**config.mk**
```make
export PLATFORM = sky130hd
export DESIGN_NAME = itch_msg_asm
export DESIGN_NICKNAME = d
export VERILOG_FILES = /design/src/rtl/itch_msg_asm.sv
export SDC_FILE = /design/constraint.sdc
export NUM_CORES = 1
export LEC_CHECK = 0
export CAP_MARGIN = 20
export CORE_UTILIZATION = 45
export CTS_CLUSTER_SIZE = 24
export DETAILED_ROUTE_END_ITERATION = 8
export PLACE_DENSITY = 0.82
export REMOVE_ABC_BUFFERS = 1
export SYNTH_ARGS = -nofsm -noshare
export SYNTH_HDL_FRONTEND = slang
export SYNTH_SLANG_ARGS = --single-unit
```
**constraint.sdc**
```tcl
create_clock -name clk -period 2.7 [get_ports clk]
set_input_delay 0.27 -clock clk [delete_from_list [all_inputs] [get_ports clk]]
set_output_delay 0.27 -clock clk [all_outputs]
set_load 0.01 [all_outputs]
```
**src/rtl/itch_msg_asm.sv**
```systemverilog
// itch_msg_asm: collects keep-qualified AXI beats from the MoldUDP64
// depacketiser into one ITCH message buffer. It emits the finished message as
// a one-cycle pulse, and length, keep, overrun and truncation faults as a
// one-cycle error pulse.
module itch_msg_asm #(
  parameter int AXI_DATA_W    = 64,
  parameter int AXI_KEEP_W    = AXI_DATA_W / 8,
  parameter int LEN           = 8,
  parameter int MSG_MAX_BYTES = 50,
  parameter int CNT_MAX       = (MSG_MAX_BYTES * LEN + AXI_DATA_W - 1) / AXI_DATA_W,
  parameter int CNT_MAX_W     = $clog2(CNT_MAX + 1),
  parameter int BYTE_CNT_W    = $clog2(CNT_MAX * AXI_KEEP_W + 1),
  parameter int MSG_W         = MSG_MAX_BYTES * LEN
) (
  input  logic                  clk,
  input  logic                  nreset,
  input  logic                  mold_v_i,
  input  logic                  mold_start_i,
  input  logic [AXI_DATA_W-1:0] mold_data_i,
  input  logic [AXI_KEEP_W-1:0] mold_keep_i,
  input  logic [15:0]           mold_len_i,
  output logic                  itch_v_o,
  output logic [LEN-1:0]        itch_type_o,
  output logic [BYTE_CNT_W-1:0] itch_len_o,
  output logic [MSG_W-1:0]      itch_data_o,
  output logic                  itch_err_o
);

  localparam int SUM_W = BYTE_CNT_W + 1;

  typedef enum logic {ST_IDLE, ST_COLLECT} state_t;

  function automatic logic [BYTE_CNT_W-1:0] popcount(input logic [AXI_KEEP_W-1:0] keep);
    logic [BYTE_CNT_W-1:0] cnt;
    cnt = '0;
    for (int i = 0; i < AXI_KEEP_W; i++) begin
      cnt = cnt + BYTE_CNT_W'(keep[i]);
    end
    return cnt;
  endfunction

  state_t                r_state;
  state_t                w_state_nxt;
  logic                  r_v;
  logic                  r_err;
  logic [CNT_MAX_W-1:0]  r_beat_cnt;
  logic [BYTE_CNT_W-1:0] r_byte_cnt;
  logic [BYTE_CNT_W-1:0] r_len;
  logic [LEN-1:0]        r_buf [MSG_MAX_BYTES];

  logic                  w_v_nxt;
  logic                  w_err_nxt;
  logic [CNT_MAX_W-1:0]  w_beat_cnt_nxt;
  logic [BYTE_CNT_W-1:0] w_byte_cnt_nxt;
  logic [BYTE_CNT_W-1:0] w_len_nxt;
  logic                  w_wr0;
  logic                  w_wr_cont;
  logic [CNT_MAX-1:0]    w_beat_we;
  logic [BYTE_CNT_W-1:0] w_pop;
  logic [SUM_W-1:0]      w_sum;
  logic                  w_keep_ok;
  logic                  w_len_ok;

  // Keep must be non-empty and a run of ones starting at bit 0, so keep+1 clears every set bit.
  assign w_pop     = popcount(mold_keep_i);
  assign w_sum     = {1'b0, r_byte_cnt} + {1'b0, w_pop};
  assign w_keep_ok = (mold_keep_i != '0) &&
                     ((mold_keep_i & (mold_keep_i + AXI_KEEP_W'(1))) == '0);
  assign w_len_ok  = (mold_len_i != 16'd0) && (mold_len_i <= 16'(MSG_MAX_BYTES));

  // State register.
  always_ff @(posedge clk or negedge nreset) begin
    if (!nreset) begin
      r_state <= ST_IDLE;
    end else begin
      r_state <= w_state_nxt;
    end
  end

  // Next state, counter updates, buffer write enables and output pulses for the current beat.
  always_comb begin
    w_state_nxt    = r_state;
    w_v_nxt        = 1'b0;
    w_err_nxt      = 1'b0;
    w_beat_cnt_nxt = r_beat_cnt;
    w_byte_cnt_nxt = r_byte_cnt;
    w_len_nxt      = r_len;
    w_wr0          = 1'b0;
    w_wr_cont      = 1'b0;
    if (mold_v_i) begin
      if (mold_start_i) begin
        if (!w_len_ok || !w_keep_ok) begin
          w_err_nxt      = 1'b1;
          w_state_nxt    = ST_IDLE;
          w_beat_cnt_nxt = '0;
          w_byte_cnt_nxt = '0;
        end else begin
          // A start while collecting truncates the old message; the new one proceeds.
          w_err_nxt      = (r_state == ST_COLLECT);
          w_wr0          = 1'b1;
          w_len_nxt      = mold_len_i[BYTE_CNT_W-1:0];
          w_beat_cnt_nxt = CNT_MAX_W'(1);
          w_byte_cnt_nxt = w_pop;
          if (16'(w_pop) >= mold_len_i) begin
            w_v_nxt     = 1'b1;
            w_state_nxt = ST_IDLE;
          end else begin
            w_state_nxt = ST_COLLECT;
          end
        end
      end else if (r_state == ST_COLLECT) begin
        if (!w_keep_ok || (r_beat_cnt >= CNT_MAX_W'(CNT_MAX))) begin
          w_err_nxt      = 1'b1;
          w_state_nxt    = ST_IDLE;
          w_beat_cnt_nxt = '0;
          w_byte_cnt_nxt = '0;
        end else begin
          w_wr_cont      = 1'b1;
          w_beat_cnt_nxt = r_beat_cnt + CNT_MAX_W'(1);
          w_byte_cnt_nxt = w_sum[BYTE_CNT_W-1:0];
          if (w_sum >= {1'b0, r_len}) begin
            w_v_nxt     = 1'b1;
            w_state_nxt = ST_IDLE;
          end else begin
            w_state_nxt = ST_COLLECT;
          end
        end
      end else begin
        // Continuation outside a message is dropped silently.
        w_state_nxt = ST_IDLE;
      end
    end else begin
      w_state_nxt = r_state;
    end
  end

  // Counters, latched length and registered pulses.
  always_ff @(posedge clk or negedge nreset) begin
    if (!nreset) begin
      r_v        <= 1'b0;
      r_err      <= 1'b0;
      r_beat_cnt <= '0;
      r_byte_cnt <= '0;
      r_len      <= '0;
    end else begin
      r_v        <= w_v_nxt;
      r_err      <= w_err_nxt;
      r_beat_cnt <= w_beat_cnt_nxt;
      r_byte_cnt <= w_byte_cnt_nxt;
      r_len      <= w_len_nxt;
    end
  end

  // Beat k owns buffer bytes [k*AXI_KEEP_W, (k+1)*AXI_KEEP_W).
  for (genvar k = 0; k < CNT_MAX; k++) begin : g_beat_we
    assign w_beat_we[k] = (k == 0) ? w_wr0
                                   : (w_wr_cont && (r_beat_cnt == CNT_MAX_W'(k)));
  end

  for (genvar n = 0; n < MSG_MAX_BYTES; n++) begin : g_byte
    // Message byte n is loaded from lane n mod AXI_KEEP_W of its beat.
    always_ff @(posedge clk or negedge nreset) begin
      if (!nreset) begin
        r_buf[n] <= '0;
      end else if (w_beat_we[n / AXI_KEEP_W]) begin
        r_buf[n] <= mold_data_i[LEN*(n % AXI_KEEP_W) +: LEN];
      end else begin
        r_buf[n] <= r_buf[n];
      end
    end
    assign itch_data_o[LEN*n +: LEN] = (r_len > BYTE_CNT_W'(n)) ? r_buf[n] : '0;
  end

  assign itch_v_o    = r_v;
  assign itch_err_o  = r_err;
  assign itch_len_o  = r_len;
  assign itch_type_o = r_buf[0];

endmodule

```
* Word-level counts from Yosys, hierarchy flattened
Cells that the tools add are included. W data, S select, Z words.
Cells by class: add/subtract/negate cells 10, magnitude comparators 54, equality and inequality tests 6, muxes and demuxes 83, bitwise logic cells 2, reduce and logical (&&, ||, !) cells 18
Operator list (number):
- $mux W8 | 50
- $gt A6 B6 Y1 const B | 18
- $gt A6 B5 Y1 const B | 16
- $gt A6 B4 Y1 const B | 8
- $mux W1 | 26
- $gt A6 B3 Y1 const B | 4
- $mux W6 | 4
- $ge A6 B16 Y1 | 1
- $le A16 B6 Y1 const B | 1
- $reduce_bool A16 Y1 | 1
- $add A6 B1 Y6 | 2
- $gt A6 B1 Y1 const B | 2
- $gt A6 B2 Y1 const B | 2
- $eq A3 B3 Y1 const B | 3
- $mux W3 | 3
- $add A8 B1 Y8 const B | 1
- $and A8 B8 Y8 | 1
- $logic_and A1 B1 Y1 | 8
- $logic_not A8 Y1 | 1
- $reduce_bool A8 Y1 | 1
- $add A6 B6 Y7 | 1
- $ge A7 B6 Y1 | 1
- $add A5 B1 Y6 | 1
- $eq A3 B2 Y1 const B | 2
- other kinds (13) | 15
Storage, ports and cells: flip-flop bits (word level) 418, bits of input ports 92, output and inout port bits 416

* Longest topological paths before layout
depth after elaboration 14, depth in mapped cells 18, depth with buffers taken out 18

* Worst setup path before layout
Ideal clock, no wire load.
kind input -> register, start input port mold_keep_i[0], end register r_state, setup time 90 ps, data arrival time 4872 ps, required time 2610 ps, path slack -2262 ps, stages 18, path buffers 0, cells stage by stage inv_1 -> fa_1 -> fa_1 -> fa_1 -> inv_1 -> ha_1 -> fa_1 -> inv_1 -> fa_1 -> nand3b_1 -> nand2_1 -> xor2_1 -> ha_1 -> a21o_1 -> a21o_1 -> a211o_1 -> or4_2 -> o221ai_1
Between the ends: word-level cells in the longest chain between the ends 13, elaborated cells on any way between the ends 24, classes of those cells 9 x add/sub; 2 x order compare; 6 x mux; 1 x bitwise; 6 x reduce/logical
Ends and longest elaborated chain:
- start, declared | RTL line 20 | input logic [AXI_KEEP_W-1:0] mold_keep_i,
- $add A1 B1 Y2 | RTL line 37 | cnt = cnt + BYTE_CNT_W'(keep[i]);
- $add A2 B1 Y3 | RTL line 37
- $add A3 B1 Y4 | RTL line 37
- $add A4 B1 Y5 | RTL line 37
- $add A5 B1 Y6 | RTL line 37
- $add A6 B1 Y6 (2 in series) | RTL line 37
- $add A6 B6 Y7 | RTL line 66 | assign w_sum = {1'b0, r_byte_cnt} + {1'b0, w_pop};
- $ge A7 B6 Y1 | RTL line 121 | if (w_sum >= {1'b0, r_len}) begin
- $mux W1 | RTL line 121
- $mux W1 | RTL line 112 | if (!w_keep_ok || (r_beat_cnt >= CNT_MAX_W'(CNT_MAX))) begin
- $mux W1 | RTL line 111 | end else if (r_state == ST_COLLECT) begin
- $mux W1 * | RTL line 91 | if (mold_start_i) begin
- end signal, assigned | RTL line 76 | r_state <= w_state_nxt;
- end, declared | RTL line 42 | state_t r_state;
Mark *: on every way between the ends. The rest lies on a longest branch, timed or not. A chain may end at the register's enable or synchronous reset.

* Worst setup path in the final report
Same ends and word-level chain as after synthesis.

==> reports/qor.csv <==
metric,value,unit
die width,212,um
Longest Clk Path Bufs,3,
Placed Cells,2683,
min-delay worst type,primary input to asynchronous set/reset pin,
pre-CTS setup slack,-3.01,ns
Die Y-Extent,212,um
Async SR Flop Fraction,1.00,
XOR/XNOR share of the synthesized area,0.00221,
Synth Area in Adders,0.0221,
worst rel slew slack,0.430,
Critical Path RT,3.19,ns
"EDFF count, synth",0,
vias,14900,
static leakage,16.6,nW
CP arrival,4.90,ns
"antenna viol nets, final",0,
mux cell area share after synthesis,0.242,
Synth Area in Compound Gates,0.0226,
mapped cell area,0.0198,mm2
Reg2Reg Launch Point,r_byte_cnt[0]$_DFFE_PN0P_,
worst-skew pair later-pin latency,0.57,ns
non-filler instance count after layout,2836,
R2R depth,12,
clk_skew,0.0147,ns
nets,2340,
global route total overflow,0,
register area,0.0105,mm2
max cap viols,0,
Clock Tree Root,clkbuf_16,
TritonCTS buffer count,46,
antenna violations before repair,0,
Routed WL,66100,um
gp weighted congestion,0.858,
Synth cell types,56,
Initial Util,0.458,
# rows,76,
DRC errors left,0,
Setup-failing EPs final,7,
vias in the first global route,16300,
worst vdd ir,0.443,mV
core area,0.0433,mm2
outcome,"finished, violations left",
Least-Margin Pin Slew,0.833,ns
worst r2r dst,r_state$_DFFE_PN0P_,
"flops & latches, synth",418,
Syn-to-layout area delta,46.3,%
CTS tree,done,
Main synth FF type,dfrtp_1,
yosys warns,0,
Clock Sinks,418,
Final Hold Slack,0.247,ns
layout filler cell count,3106,
Worst R2R Setup Slack,-0.12,ns
first-pass GRT wire length,98800,um
Syn Area/Cell,12.9,um2
vias per cell,5.27,
IO Count,508,
clock slew at reported path FFs,0.06,ns
Post-Synthesis Cells,1536,
WL/cell,23.3,um
largest family of logic cells by synthesized area,multiplexers,
Fmax achieved,227,MHz
final hold violations,0,
# H-tree levels,2,
Die Area,0.0449,mm2
Power Density,476,mW/mm2
CP Launch Type,primary input,
placed wire-length estimate,46300,um
CP endpoint kind,flop,
GRT Overall Usage,0.293,
Final WS setup,-1.71,ns
area of the multi-input gates,0.00925,mm2
critical path class,primary input to flop,
drt pass-1 iters,5,
worst-path fanout max,2,
"Seq/Total Area, Yosys",0.528,
Slew Limit Fails,0,
simple-gate share of the synthesized area,0.156,
crit path time final,4.41,ns
period utilization,1.63,
RSZ-0062 raised after global routing,true,
largest net degree at the start of global routing,67,
overall power,13.8,mW
DR iter-0 viols,813,
layout cells sized above 1,0.337,
Port Buffers,507,
failing checks,setup timing,
==> Yosys cell counts (4+ instances only) <==
library cell  number  area share
buf_1              7      0.0013
inv_1             25      0.0047
o21ai_0           10      0.0025
buf_12             6      0.0061
mux2_2           332        0.19
buf_4              9      0.0034
nand2b_1           8      0.0025
mux2_4            60       0.045
dfrtp_1          418        0.53
a21oi_1           33      0.0083
nor2b_1          162       0.051
fa_1               5      0.0051
clkbuf_1          28      0.0053
a31oi_1            7      0.0022
and2_1           225       0.071
buf_6              6      0.0034
and3_1            20      0.0063
nand3_1           12      0.0030
ha_1              27       0.017
mux2_1            11      0.0062
buf_2              8      0.0020
nor3_1             4      0.0010
nand2_1           32      0.0061
nor2_1            27      0.0051
a21o_1             4      0.0015
==> per-layer routing <==
layer | wire [um] | share of wire | global-route usage
met5 | 0 | 0 | 0
met4 | 2140 | 0.032 | 0.101
met3 | 5090 | 0.077 | 0.0762
met2 | 32900 | 0.50 | 0.510
met1 | 26000 | 0.39 | 0.351
==> layout make-up <==
class	count	share of cell area
inverters	31	0.00466
diodes	1	0.0000863
multi-input cells	1023	0.319
clock inverters	19	0.00565
well taps	585	0.0252
repair buffers	696	0.238
flip-flops and latches	418	0.361
clock buffers	63	0.0465
==> critical path, stage by stage <==
cell,delay (ns)
buf_8,0.08
inv_4,0.03
fa_1,0.57
fa_1,0.45
fa_1,0.49
inv_1,0.05
ha_2,0.18
fa_2,0.57
inv_2,0.05
fa_2,0.36
nand3b_1,0.22
nand2_2,0.10
xor2_1,0.15
ha_1,0.26
a21o_1,0.17
a21o_1,0.18
a211o_1,0.26
or4_4,0.42
o221ai_2,0.07
==> sequential cells by signal (all words and copies together) (netlist names) <==
name         cells
r_beat_cnt       3
r_state          1
r_byte_cnt       6
itch_len_o       6
itch_type_o      8
r_buf          392
itch_v_o         1
itch_err_o       1
==> timing repair <==
action | 4_1_cts | 5_1_grt
endpoints found under the setup margin | 357 | 149
pin swaps | 38 | 29
resized for setup | 343 | 121
hold buffers | 1 | 0
gates cloned | 1 | 0
buffers inserted | 47 | 23
endpoints found under the hold margin | 54 | 0
==> cells by family (layout without fill, tap and decap cells) <==
family                   after synthesis  in the layout
AO/OA/AOI/OAI                         70             70
XOR/XNOR                               5              5
adder cells (fa/ha/maj)               32             32
buffers and inverters                 95            809
flip-flops                           418            418
multiplexers                         406            406
other                                  0              1
AND/OR/NAND/NOR                      510            510
==> through the flow <==
| step | utilization | area [um2] | setup TNS (ns) |
|---|---|---|---|
| after CTS | 0.661 | 28600 | -6.52 |
| final | 0.670 | 29000 | -6.48 |
| after detailed placement | 0.610 | 26400 | -127.16 |
| after global placement | 0.610 | 26400 | -103.48 |
| after global routing | 0.670 | 29000 | -7.37 |
| after floorplan | - | 19400 | -252.84 |
==> where the power goes <==
group | total (mW) | switching, mW | leakage, nW | internal, mW
combinational | 1.23 | 0.606 | 10.1 | 0.619
clock | 6.28 | 2.60 | 0.747 | 3.69
sequential | 6.29 | 0.0129 | 5.81 | 6.28
total | 13.8 | 3.22 | 16.6 | 10.6
==> worst max-delay path by stage <==
| stage | depth (start not counted) | slack, ns | from | endpoint |
|---|---|---|---|---|
| finish | 19 | -1.71 | mold_keep_i[0] | r_state$_DFFE_PN0P_ |
| global route | 19 | -1.85 | mold_keep_i[0] | r_state$_DFFE_PN0P_ |
| CTS | 19 | -1.82 | mold_keep_i[3] | r_state$_DFFE_PN0P_ |
| detailed placement | 19 | -3.01 | mold_keep_i[0] | r_state$_DFFE_PN0P_ |
| global placement | 19 | -2.89 | mold_keep_i[0] | r_state$_DFFE_PN0P_ |
| floorplan | 18 | -2.26 | mold_keep_i[0] | r_state$_DFFE_PN0P_ |
==> cell usage in the layout (no fill, tap or decap), drive strengths merged, types with 2 or more instances in the layout <==
cell type	synthesis	layout
nor2	27	27
a211o	2	2
a31oi	7	7
nand4	4	4
ha	27	27
xor2	3	3
dfrtp	418	418
a21o	4	4
dlymetal6s2s	0	84
and3	21	21
clkbuf	28	73
or2	2	2
or4	3	3
buf	36	192
mux2	403	403
nand2	33	33
nand3	13	13
nor3	4	4
a22oi	2	2
clkdlybuf4s50	0	216
fa	5	5
nand2b	8	8
inv	28	27
clkinv	3	17
mux2i	3	3
a2111oi	2	2
clkinvlp	0	4
xnor2	2	2
nor4	6	6
dlygate4sd2	0	192
and2	226	226
bufinv	0	2
a21oi	33	33
o21a	2	2
o21ai	11	11
nor2b	162	162
(Power assumes the default switching activity.)
